$ cat src/rtl/calc_arb_pkg.sv
// Shared types and constants for the calculator command arbiter.
package calc_arb_pkg;

    typedef enum logic [2:0] {
        ST_IDLE      = 3'd0,
        ST_CFG       = 3'd1,
        ST_ISSUE     = 3'd2,
        ST_WAIT_RISE = 3'd3,
        ST_WAIT_FALL = 3'd4
    } arb_state_e;

    localparam int unsigned SEL_BITS     = 4;
    localparam int unsigned DIN_BITS     = 32;
    localparam int unsigned BW_CNT_BITS  = 8;
    localparam int unsigned TMO_CNT_BITS = 16;

endpackage

$ cat src/rtl/calc_cmd_arbiter_rr_arbiter.sv
// Combinational round-robin search: first set request at or after ptr, wrapping.
module rr_arbiter #(
    parameter int unsigned NREQ = 4
) (
    input  logic [NREQ-1:0]         req,
    input  logic [$clog2(NREQ)-1:0] ptr,
    output logic [NREQ-1:0]         grant,
    output logic [$clog2(NREQ)-1:0] grant_idx,
    output logic                    grant_any
);

    localparam int unsigned IDX_W = $clog2(NREQ);

    logic [IDX_W-1:0] cand;

    function automatic logic [IDX_W-1:0] wrap_idx(input logic [IDX_W-1:0] base,
                                                  input int unsigned      off);
        int unsigned s;
        s = 32'(base) + off;
        if (s >= NREQ) begin
            s = s - NREQ;
        end
        return IDX_W'(s);
    endfunction

    always_comb begin
        grant     = '0;
        grant_idx = '0;
        grant_any = 1'b0;
        cand      = '0;
        for (int unsigned i = 0; i < NREQ; i++) begin
            cand = wrap_idx(ptr, i);
            if (!grant_any && req[cand]) begin
                grant[cand] = 1'b1;
                grant_idx   = cand;
                grant_any   = 1'b1;
            end
        end
    end

endmodule

$ cat src/rtl/calc_cmd_arbiter.sv
// Round-robin sharing of one BinaryCalculator among NREQ requesters, with divider config sequencing.
// Optional busy watchdog enabled by defining CALC_ARB_TIMEOUT_EN.
module calc_cmd_arbiter
    import calc_arb_pkg::*;
#(
    parameter int unsigned NREQ      = 4,
    parameter int unsigned INBITS    = 8,
    parameter int unsigned WIDTH     = 8,
    parameter int unsigned BUSY_WAIT = 4,
    parameter int unsigned TIMEOUT   = 1023
) (
    input  logic                         Clk,
    input  logic                         Reset,
    input  logic [NREQ-1:0]              ReqValid,
    input  logic [NREQ-1:0]              ReqRW,
    input  logic [NREQ-1:0]              ReqInputKey,
    input  logic [NREQ*INBITS-1:0]       ReqInA,
    input  logic [NREQ*INBITS-1:0]       ReqInB,
    input  logic [NREQ*WIDTH-1:0]        ReqAddr,
    input  logic [NREQ*SEL_BITS-1:0]     ReqSel,
    input  logic [NREQ*DIN_BITS-1:0]     ReqDin,
    output logic [NREQ-1:0]              ReqGrant,
    output logic [NREQ-1:0]              ReqDone,
    input  logic                         CfgValid,
    input  logic [DIN_BITS-1:0]          CfgDiv,
    output logic                         CfgDone,
    output logic                         ValidCmd,
    output logic                         RW,
    output logic                         InputKey,
    output logic                         ConfigDiv,
    output logic [INBITS-1:0]            InA,
    output logic [INBITS-1:0]            InB,
    output logic [WIDTH-1:0]             Addr,
    output logic [SEL_BITS-1:0]          Sel,
    output logic [DIN_BITS-1:0]          Din,
    input  logic                         CalcBusy,
    output logic [$clog2(NREQ)-1:0]      Owner,
    output logic                         ErrTimeout
);

    localparam int unsigned IDX_W = $clog2(NREQ);

    if (NREQ < 2 || NREQ > 8 || BUSY_WAIT < 1 || TIMEOUT < 1) begin : g_param_check
        $error("calc_cmd_arbiter: parameter out of range");
    end

    arb_state_e               state_q, state_d;
    logic [IDX_W-1:0]         ptr_q, ptr_d;
    logic [IDX_W-1:0]         owner_q, owner_d;
    logic [BW_CNT_BITS-1:0]   bw_cnt_q, bw_cnt_d;
    logic                     busy_early_q, busy_early_d;
    logic                     valid_cmd_q, valid_cmd_d;
    logic [NREQ-1:0]          grant_q, grant_d;
    logic [NREQ-1:0]          done_q, done_d;
    logic                     cfg_done_q, cfg_done_d;
    logic                     config_div_q, config_div_d;
    logic                     rw_q, rw_d;
    logic                     key_q, key_d;
    logic [INBITS-1:0]        in_a_q, in_a_d;
    logic [INBITS-1:0]        in_b_q, in_b_d;
    logic [WIDTH-1:0]         addr_q, addr_d;
    logic [SEL_BITS-1:0]      sel_q, sel_d;
    logic [DIN_BITS-1:0]      din_q, din_d;
`ifdef CALC_ARB_TIMEOUT_EN
    logic [TMO_CNT_BITS-1:0]  tmo_cnt_q, tmo_cnt_d;
    logic                     err_q, err_d;
`endif

    logic [NREQ-1:0]          arb_grant;
    logic [IDX_W-1:0]         arb_idx;
    logic                     arb_any;

    rr_arbiter #(
        .NREQ (NREQ)
    ) u_rr (
        .req       (ReqValid),
        .ptr       (ptr_q),
        .grant     (arb_grant),
        .grant_idx (arb_idx),
        .grant_any (arb_any)
    );

    // Outputs are registered, so pulses and fields are set on the transition into their state.
    always_comb begin
        state_d      = state_q;
        ptr_d        = ptr_q;
        owner_d      = owner_q;
        bw_cnt_d     = bw_cnt_q;
        busy_early_d = 1'b0;
        valid_cmd_d  = 1'b0;
        grant_d      = '0;
        done_d       = '0;
        cfg_done_d   = 1'b0;
        config_div_d = 1'b0;
        rw_d         = rw_q;
        key_d        = key_q;
        in_a_d       = in_a_q;
        in_b_d       = in_b_q;
        addr_d       = addr_q;
        sel_d        = sel_q;
        din_d        = din_q;
`ifdef CALC_ARB_TIMEOUT_EN
        tmo_cnt_d    = tmo_cnt_q;
        err_d        = err_q;
`endif
        unique case (state_q)
            ST_IDLE: begin
                if (CfgValid) begin
                    state_d      = ST_CFG;
                    config_div_d = 1'b1;
                    cfg_done_d   = 1'b1;
                    din_d        = CfgDiv;
                end else if (arb_any) begin
                    state_d     = ST_ISSUE;
                    valid_cmd_d = 1'b1;
                    grant_d     = arb_grant;
                    owner_d     = arb_idx;
                    ptr_d       = (arb_idx == IDX_W'(NREQ - 1)) ? '0 : arb_idx + 1'b1;
                    rw_d        = ReqRW[arb_idx];
                    key_d       = ReqInputKey[arb_idx];
                    in_a_d      = ReqInA[arb_idx*INBITS +: INBITS];
                    in_b_d      = ReqInB[arb_idx*INBITS +: INBITS];
                    addr_d      = ReqAddr[arb_idx*WIDTH +: WIDTH];
                    sel_d       = ReqSel[arb_idx*SEL_BITS +: SEL_BITS];
                    din_d       = ReqDin[arb_idx*DIN_BITS +: DIN_BITS];
                end
            end
            ST_CFG: begin
                state_d = ST_IDLE;
            end
            ST_ISSUE: begin
                state_d      = ST_WAIT_RISE;
                bw_cnt_d     = '0;
                busy_early_d = CalcBusy;
            end
            ST_WAIT_RISE: begin
                if (CalcBusy || busy_early_q) begin
                    state_d = ST_WAIT_FALL;
`ifdef CALC_ARB_TIMEOUT_EN
                    tmo_cnt_d = '0;
`endif
                end else if (bw_cnt_q == BW_CNT_BITS'(BUSY_WAIT - 1)) begin
                    state_d         = ST_IDLE;
                    done_d[owner_q] = 1'b1;
                end else begin
                    bw_cnt_d = bw_cnt_q + 1'b1;
                end
            end
            ST_WAIT_FALL: begin
                if (!CalcBusy) begin
                    state_d         = ST_IDLE;
                    done_d[owner_q] = 1'b1;
                end
`ifdef CALC_ARB_TIMEOUT_EN
                else if (tmo_cnt_q == TMO_CNT_BITS'(TIMEOUT - 1)) begin
                    state_d         = ST_IDLE;
                    done_d[owner_q] = 1'b1;
                    err_d           = 1'b1;
                end else begin
                    tmo_cnt_d = tmo_cnt_q + 1'b1;
                end
`endif
            end
            default: begin
                state_d = ST_IDLE;
            end
        endcase
    end

    always_ff @(posedge Clk) begin
        if (Reset) begin
            state_q      <= ST_IDLE;
            ptr_q        <= '0;
            owner_q      <= '0;
            bw_cnt_q     <= '0;
            busy_early_q <= 1'b0;
            valid_cmd_q  <= 1'b0;
            grant_q      <= '0;
            done_q       <= '0;
            cfg_done_q   <= 1'b0;
            config_div_q <= 1'b0;
            rw_q         <= 1'b0;
            key_q        <= 1'b0;
            in_a_q       <= '0;
            in_b_q       <= '0;
            addr_q       <= '0;
            sel_q        <= '0;
            din_q        <= '0;
`ifdef CALC_ARB_TIMEOUT_EN
            tmo_cnt_q    <= '0;
            err_q        <= 1'b0;
`endif
        end else begin
            state_q      <= state_d;
            ptr_q        <= ptr_d;
            owner_q      <= owner_d;
            bw_cnt_q     <= bw_cnt_d;
            busy_early_q <= busy_early_d;
            valid_cmd_q  <= valid_cmd_d;
            grant_q      <= grant_d;
            done_q       <= done_d;
            cfg_done_q   <= cfg_done_d;
            config_div_q <= config_div_d;
            rw_q         <= rw_d;
            key_q        <= key_d;
            in_a_q       <= in_a_d;
            in_b_q       <= in_b_d;
            addr_q       <= addr_d;
            sel_q        <= sel_d;
            din_q        <= din_d;
`ifdef CALC_ARB_TIMEOUT_EN
            tmo_cnt_q    <= tmo_cnt_d;
            err_q        <= err_d;
`endif
        end
    end

    assign ReqGrant  = grant_q;
    assign ReqDone   = done_q;
    assign CfgDone   = cfg_done_q;
    assign ValidCmd  = valid_cmd_q;
    assign RW        = rw_q;
    assign InputKey  = key_q;
    assign ConfigDiv = config_div_q;
    assign InA       = in_a_q;
    assign InB       = in_b_q;
    assign Addr      = addr_q;
    assign Sel       = sel_q;
    assign Din       = din_q;
    assign Owner     = owner_q;
`ifdef CALC_ARB_TIMEOUT_EN
    assign ErrTimeout = err_q;
`else
    assign ErrTimeout = 1'b0;
`endif

endmodule

$ cat config.mk
export PLATFORM = sky130hd
export DESIGN_NAME = calc_cmd_arbiter
export DESIGN_NICKNAME = d
export VERILOG_FILES = /design/src/rtl/calc_arb_pkg.sv /design/src/rtl/calc_cmd_arbiter_rr_arbiter.sv /design/src/rtl/calc_cmd_arbiter.sv
export SDC_FILE = /design/constraint.sdc
export NUM_CORES = 1
export LEC_CHECK = 0
export BUFFER_PORTS_ARGS = -buffer_cell sky130_fd_sc_hd__clkbuf_2
export CAP_MARGIN = 15
export CORE_AREA = 2 2 141 143
export CTS_CLUSTER_DIAMETER = 30
export DETAILED_ROUTE_END_ITERATION = 10
export DIE_AREA = 0 0 143 145
export PLACE_DENSITY = 0.66
export RECOVER_POWER = 25
export SYNTH_ARGS = -nofsm -noshare
export SYNTH_HDL_FRONTEND = slang
export SYNTH_SLANG_ARGS = --single-unit
export TNS_END_PERCENT = 100
$ cat constraint.sdc
create_clock -name Clk -period 3.9 [get_ports Clk]
set_clock_uncertainty 0.1 [all_clocks]
set_input_delay 0.585 -clock Clk [delete_from_list [all_inputs] [get_ports Clk]]
set_output_delay 0.585 -clock Clk [all_outputs]
set_load 0.02 [all_outputs]
# ---- Word level (Yosys, flattened, before mapping)
# Cells that the tools add are included.
dict set report op_classes {
  add_sub_neg 9
  order_cmp 15
  n_eq_ne 10
  shift 5
  mux 56
  bitwise_logic 7
  n_reduce_logical 23
}
# op count
set ops {}
lappend ops {{$shiftx A128 B8 Y32} 1}
lappend ops {{$shiftx A32 B6 Y8} 3}
lappend ops {{$mux W32} 2}
lappend ops {{$mux W4} 7}
lappend ops {{$lt A2 B3 Y1 const B} 6}
lappend ops {{$mux W2} 9}
lappend ops {{$mux W1} 17}
lappend ops {{$mux W8} 2}
lappend ops {{$pmux W8 S2} 1}
lappend ops {{$shiftx A16 B5 Y4} 1}
lappend ops {{$mux W3} 5}
lappend ops {{$bmux W1 S2} 6}
lappend ops {{$or A4 B4 Y4} 3}
lappend ops {{$pmux W3 S4} 1}
lappend ops {{$demux W1 S2} 5}
lappend ops {{$ge A2 B1 Y1 const B} 5}
lappend ops {{$ge A3 B3 Y1 const B} 3}
lappend ops {{$reduce_and A3 Y1} 3}
lappend ops {{$add A8 B1 Y8 const B} 1}
lappend ops {{$eq A8 B2 Y1 const B} 1}
lappend ops {{$logic_and A1 B1 Y1} 8}
lappend ops {{$pmux W4 S2} 1}
lappend ops {{$sub A2 B1 Y2 const B} 4}
lappend ops {{$add A2 B2 Y3 const B} 2}
lappend ops {{17 further kinds} 28}
dict set report totals {
  regBits 88
  output_inout_bits 76
  word_cells 141
}

# ---- Logic depth before layout (Yosys ltp)
dict set report logic_depth {
  depth_word 17
  depth_mapped 13
  mapped_depth_nobuf 8
}

# ---- Hierarchy
# From an unflattened synthesis, not the netlist that was laid out.
dict set report hier_totals {
  hier_cells 517
  area_unflattened_um2 5480.3
}
# mod n_inst cells_each area_per_inst_um2
set by_module_without_submodules {}
lappend by_module_without_submodules {calc_cmd_arbiter 1 472 5058.6}
lappend by_module_without_submodules {rr_arbiter 1 45 421.7}

# ---- Worst setup path after synthesis
# Ideal clock, no wire load.
dict set report synth_path {
  path_type {register to register}
  startpoint {reg ptr_q[0]}
  endpoint {reg din_q[10] (netlist: Din[10])}
  t_arrival_ns 2.597
  setup_slack_ns 1.062
  stages_incl_launch_ff 12
  path_buffers 3
  path_cell_list {dfxtp_1 buf_6 buf_4 inv_1 ha_1 mux4_2 o211a_2 o32ai_4 or2b_1 buf_2 o221a_1 nor3_2}
}
dict set report synth_between {
  elab_chain_len 17
  elab_cells_between_ends 42
  cone_classes {add/sub: 7; order compare: 4; shift: 1; mux: 22; reduce/logical: 8}
}
# item line_no
set synth_lines {}
lappend synth_lines {{start: declaration} calc_cmd_arbiter.sv:48} ;# logic [IDX_W-1:0] ptr_q, ptr_d;
lappend synth_lines {{start signal: assignment} calc_cmd_arbiter.sv:195} ;# ptr_q <= ptr_d;
lappend synth_lines {{branches (longest 17 deep; another with $add A2 B1 Y3)} -}
lappend synth_lines {{end signal: assignment} calc_cmd_arbiter.sv:210} ;# din_q <= din_d;
lappend synth_lines {{end: declaration} calc_cmd_arbiter.sv:63} ;# logic [DIN_BITS-1:0] din_q, din_d;
# Parallel ways; which one is timed is not known. The select of a mux whose other input is x is not followed.
# A chain may end at the register's enable or synchronous reset.

# ---- Final worst setup path
dict set report layout_path {
  startpoint {reg ptr_q[1]}
  endpoint {reg din_q[29] (netlist: Din[29])}
}
# The elaborated chain is that of the path after synthesis.

==> summary.md <==
| Metric | Value |
|---|---|
| Status | finished, violations left |
| Failing checks | max-capacitance violations, max-slew violations |
| Hold path depth | 2 |
| CTS tree | built |
| Leakage | about 4 nW |
| Worst R2R Start | ptr_q[1] |
| Die Y | 145 um |
| Synthesized instance count | around 790 |
| Final Net Count | roughly 1,400 |
| Leading area contributor after synthesis | dfxtp_1 |
| Crit-path max cell delay | around 630 ps |
| Final setup viols | 0 |
| Syn Area/Cell | between 8 and 9 sq um |
| Main flop type after synthesis | dfxtp_1 |
| Layout cell share with drive strength beyond 1 | 0.4042 |
| Register area share after synthesis | 0.2568 |
| # Post-CTS Setup Buffers | 0 |
| Clk slew on worst S/H paths | 70 ps |
| Row count | 51 |
| WHS | 395.2 ps |
| Worst endpoint data arrival time | 3590 ps |
| Worst Hold Path EP | bw_cnt_q[1] |
| Reg2reg end | Din[29] |
| Global route total overflow | 0 |
| Final Hold Viols | 0 |
| Antenna Nets Post-Route | 0 |
| Clock Tree Buf Depth | 2 |
| Setup TNS | 0 ps |
| Warnings, synthesis | 0 |
| Minimum clock period | 3484 ps |
| Crit start category | register |
| Internal reg-to-reg setup slack | 420 ps |
| Initial antenna violation count | 8 |
| PostCTS Resize Cnt | 0 |
| Post-synth EDFFs | 0 |
| Skew-Pair Late Insertion Delay | approximately 340 ps |
| CP max stage cell | a211o_4 |
| Largest net degree at the start of global routing | 98 |
| Worst-path fanout max | 46 |
| Dpl hpwl | 19,410 um |
| DR WL/cell | between 15 and 20 um |
| Final Util | 0.4672 |
| Area of the mapped netlist | 6859 sq um |
| Starting Density | 0.3571 |
| Via density | 5.636 |
| Die Width | 143 um |
| RSZ-0062 raised after global routing | no |
| Area growth syn-to-layout | 30.83% |
| Setup ws final | 416.3 ps |
| Placed cells | 1,345 |
| Pre-CTS setup slack | 422.4 ps |
| Min-delay worst type | register to register |
| Synth unique cells | 60 |
| DRC Markers | 0 |
| GRT Overall Usage | 0.2363 |
| Required time of the critical path | about 4000 ps |
| Max-Slew Margin vs Limit | -0.1803 |
| Async S/R FF share, synth | 0 |
| Root Buffer | clkbuf_16 |
| Routed WL | 26,000 um |
| Max cap viols | 1 |
| DR vias | 7,710 |
| I/O Buffers | 362 |
| Full die area | slightly above 20,000 sq um |
| Core ar. | 19,210 sq um |
| Top cells by area, synth | dfxtp_1 (26%), mux2i_1 (10%), o221a_1 (5.3%), a21oi_1 (5.2%), nor3_2 (4.8%) |
| VDD IR max | 0.0003106 V |
| Worst path cell trace | inv_1 > ha_1 > mux2_2 > nor3b_2 > a211o_4 > buf_12 > mux2i_1 > o221a_1 > nor3_2 |
| Crit end category | register |
| Period utilization | 0.8932 |
| DR iter-0 viols | about 480 |
| Placer Congestion | 0.8239 |
| Cell Count, Final, Fillers Out | roughly 1,400 |
| Hold path startpoint | bw_cnt_q[1] |
| Least-Margin Pin Slew | between 1500 and 2000 ps |
| Detailed Routing Iterations Pass 1 | 5 |
| Htree depth | 3 |
| Cts hold-fix bufs | 0 |
| Final Max Tran Viols | 35 |
| Vias in the first global route | 7,470 |
| R2R depth | 9 |
| Mapped Nets | 1,080 |
| Post-synth top area share | 0.2568 |
| Crit path kind | register to register |
| IO Pins | about 360 |
| Fmax | 287.1 MHz |
| First-pass GRT wire length | 39,020 um |
| Commonest cells after routing, fill and taps aside | clkbuf_2 (324), dfxtp_1 (87), mux2i_1 (70) |
| Power density over the cells | 432.3 nW/um^2 |
| Commonest non-fill, non-tap cell in the layout | clkbuf_2 |
| CTS Buf Count | 9 |
| CTS sink cnt | a little under 90 |
| FF+latch count, synth | 88 |
[Yosys cell counts (4+ instances only)]
cell type and number:
nand3_1 63, buf_4 10, a22oi_1 22, buf_2 21
nand2_1 18, inv_1 8, xor2_1 6, and3_1 19
nor2_1 67, a221oi_2 10, mux2i_1 70, buf_6 16
nor3_2 33, a21oi_1 71, a32o_1 26, a22o_1 17
ha_1 6, a221oi_1 25, o22ai_1 17, nand2b_1 6
o221a_1 32, dfxtp_1 88, mux2_2 15, o21ai_2 10
clkbuf_1 39, o21a_1 14, o21ai_0 4
[per-layer routing]
layer / vias up / part of all wire / GRT usage
met5: - / 0.00046 / 0
li1: 3676 / - / -
met1: 3610 / 0.39 / 0.2754
met4: 2 / 0.026 / 0.1035
met3: 38 / 0.086 / 0.05611
met2: 384 / 0.50 / 0.4079
[registers in the layout, indices dropped and copies added, names as in the netlist, 3 cells and up]
| register | flops |
|---|---|
| bw_cnt_q | 8 |
| InA | 8 |
| Addr | 8 |
| state_q | 3 |
| ReqGrant | 4 |
| Sel | 4 |
| ReqDone | 4 |
| InB | 8 |
| Din | 32 |
[worst max-delay path, delay by kind of cell (launching register included)]
family / cells / cell delay [ps]
mux: 2 / 630
compound gates: 2 / 850
flops: 1 / 580
fa+ha+maj: 1 / 400
buf+inv: 2 / 470
simple gates: 2 / 270
[logic make-up (layout without fill, tap and decap cells)]
family | Yosys count | after routing | synth area share
flip-flops | 88 | 88 | 0.2568
multiplexers | 91 | 91 | 0.1416
adder cells (fa/ha/maj) | 6 | 6 | 0.01094
AND/OR/NAND/NOR | 234 | 234 | 0.1935
AO/OA/AOI/OAI | 264 | 264 | 0.3088
XOR/XNOR | 7 | 7 | 0.008939
other | 1 | 8 | 0.0005467
buffers and inverters | 95 | 405 | 0.07880
[per-stage QoR]
stage | area (sq um) | power (mW)
final | 8974 | 3.879
after global routing | 8974 | 4.099
after CTS | 9007 | 3.923
after detailed placement | 8711 | 3.012
after global placement | 8711 | 2.987
after floorplan | 6859 | 2.500
[where the power goes]
| part | internal (mW) | total [mW] | switching, mW |
|---|---|---|---|
| clock network | 0.501 | 0.889 | 0.388 |
| registers | 1.02 | 1.11 | 0.0934 |
| logic | 0.774 | 1.88 | 1.11 |
[area by class of cell]
type / instances / area, sq um
repair buffers: 380 / 1933
well taps: 265 / 331.6
fillers: 1894 / 10230
clock buffers: 10 / 229.0
clock inverters: 6 / 67.56
diodes: 7 / 17.52
inverters: 9 / 33.78
multi-input cells: 603 / 4596
flip-flops and latches: 88 / 1765
[worst max path at each step]
stage,slack (ps),endpoint,cells past startpoint,startpoint
after global placement,590,Din[19],9,ptr_q[1]
final,420,Din[29],9,ptr_q[1]
after floorplan,1060,Din[10],11,ptr_q[0]
after CTS,400,Din[29],9,ptr_q[1]
after detailed placement,420,Din[29],9,ptr_q[1]
after global routing,190,Din[12],9,ptr_q[1]
Power figures use the tool's default switching activity.
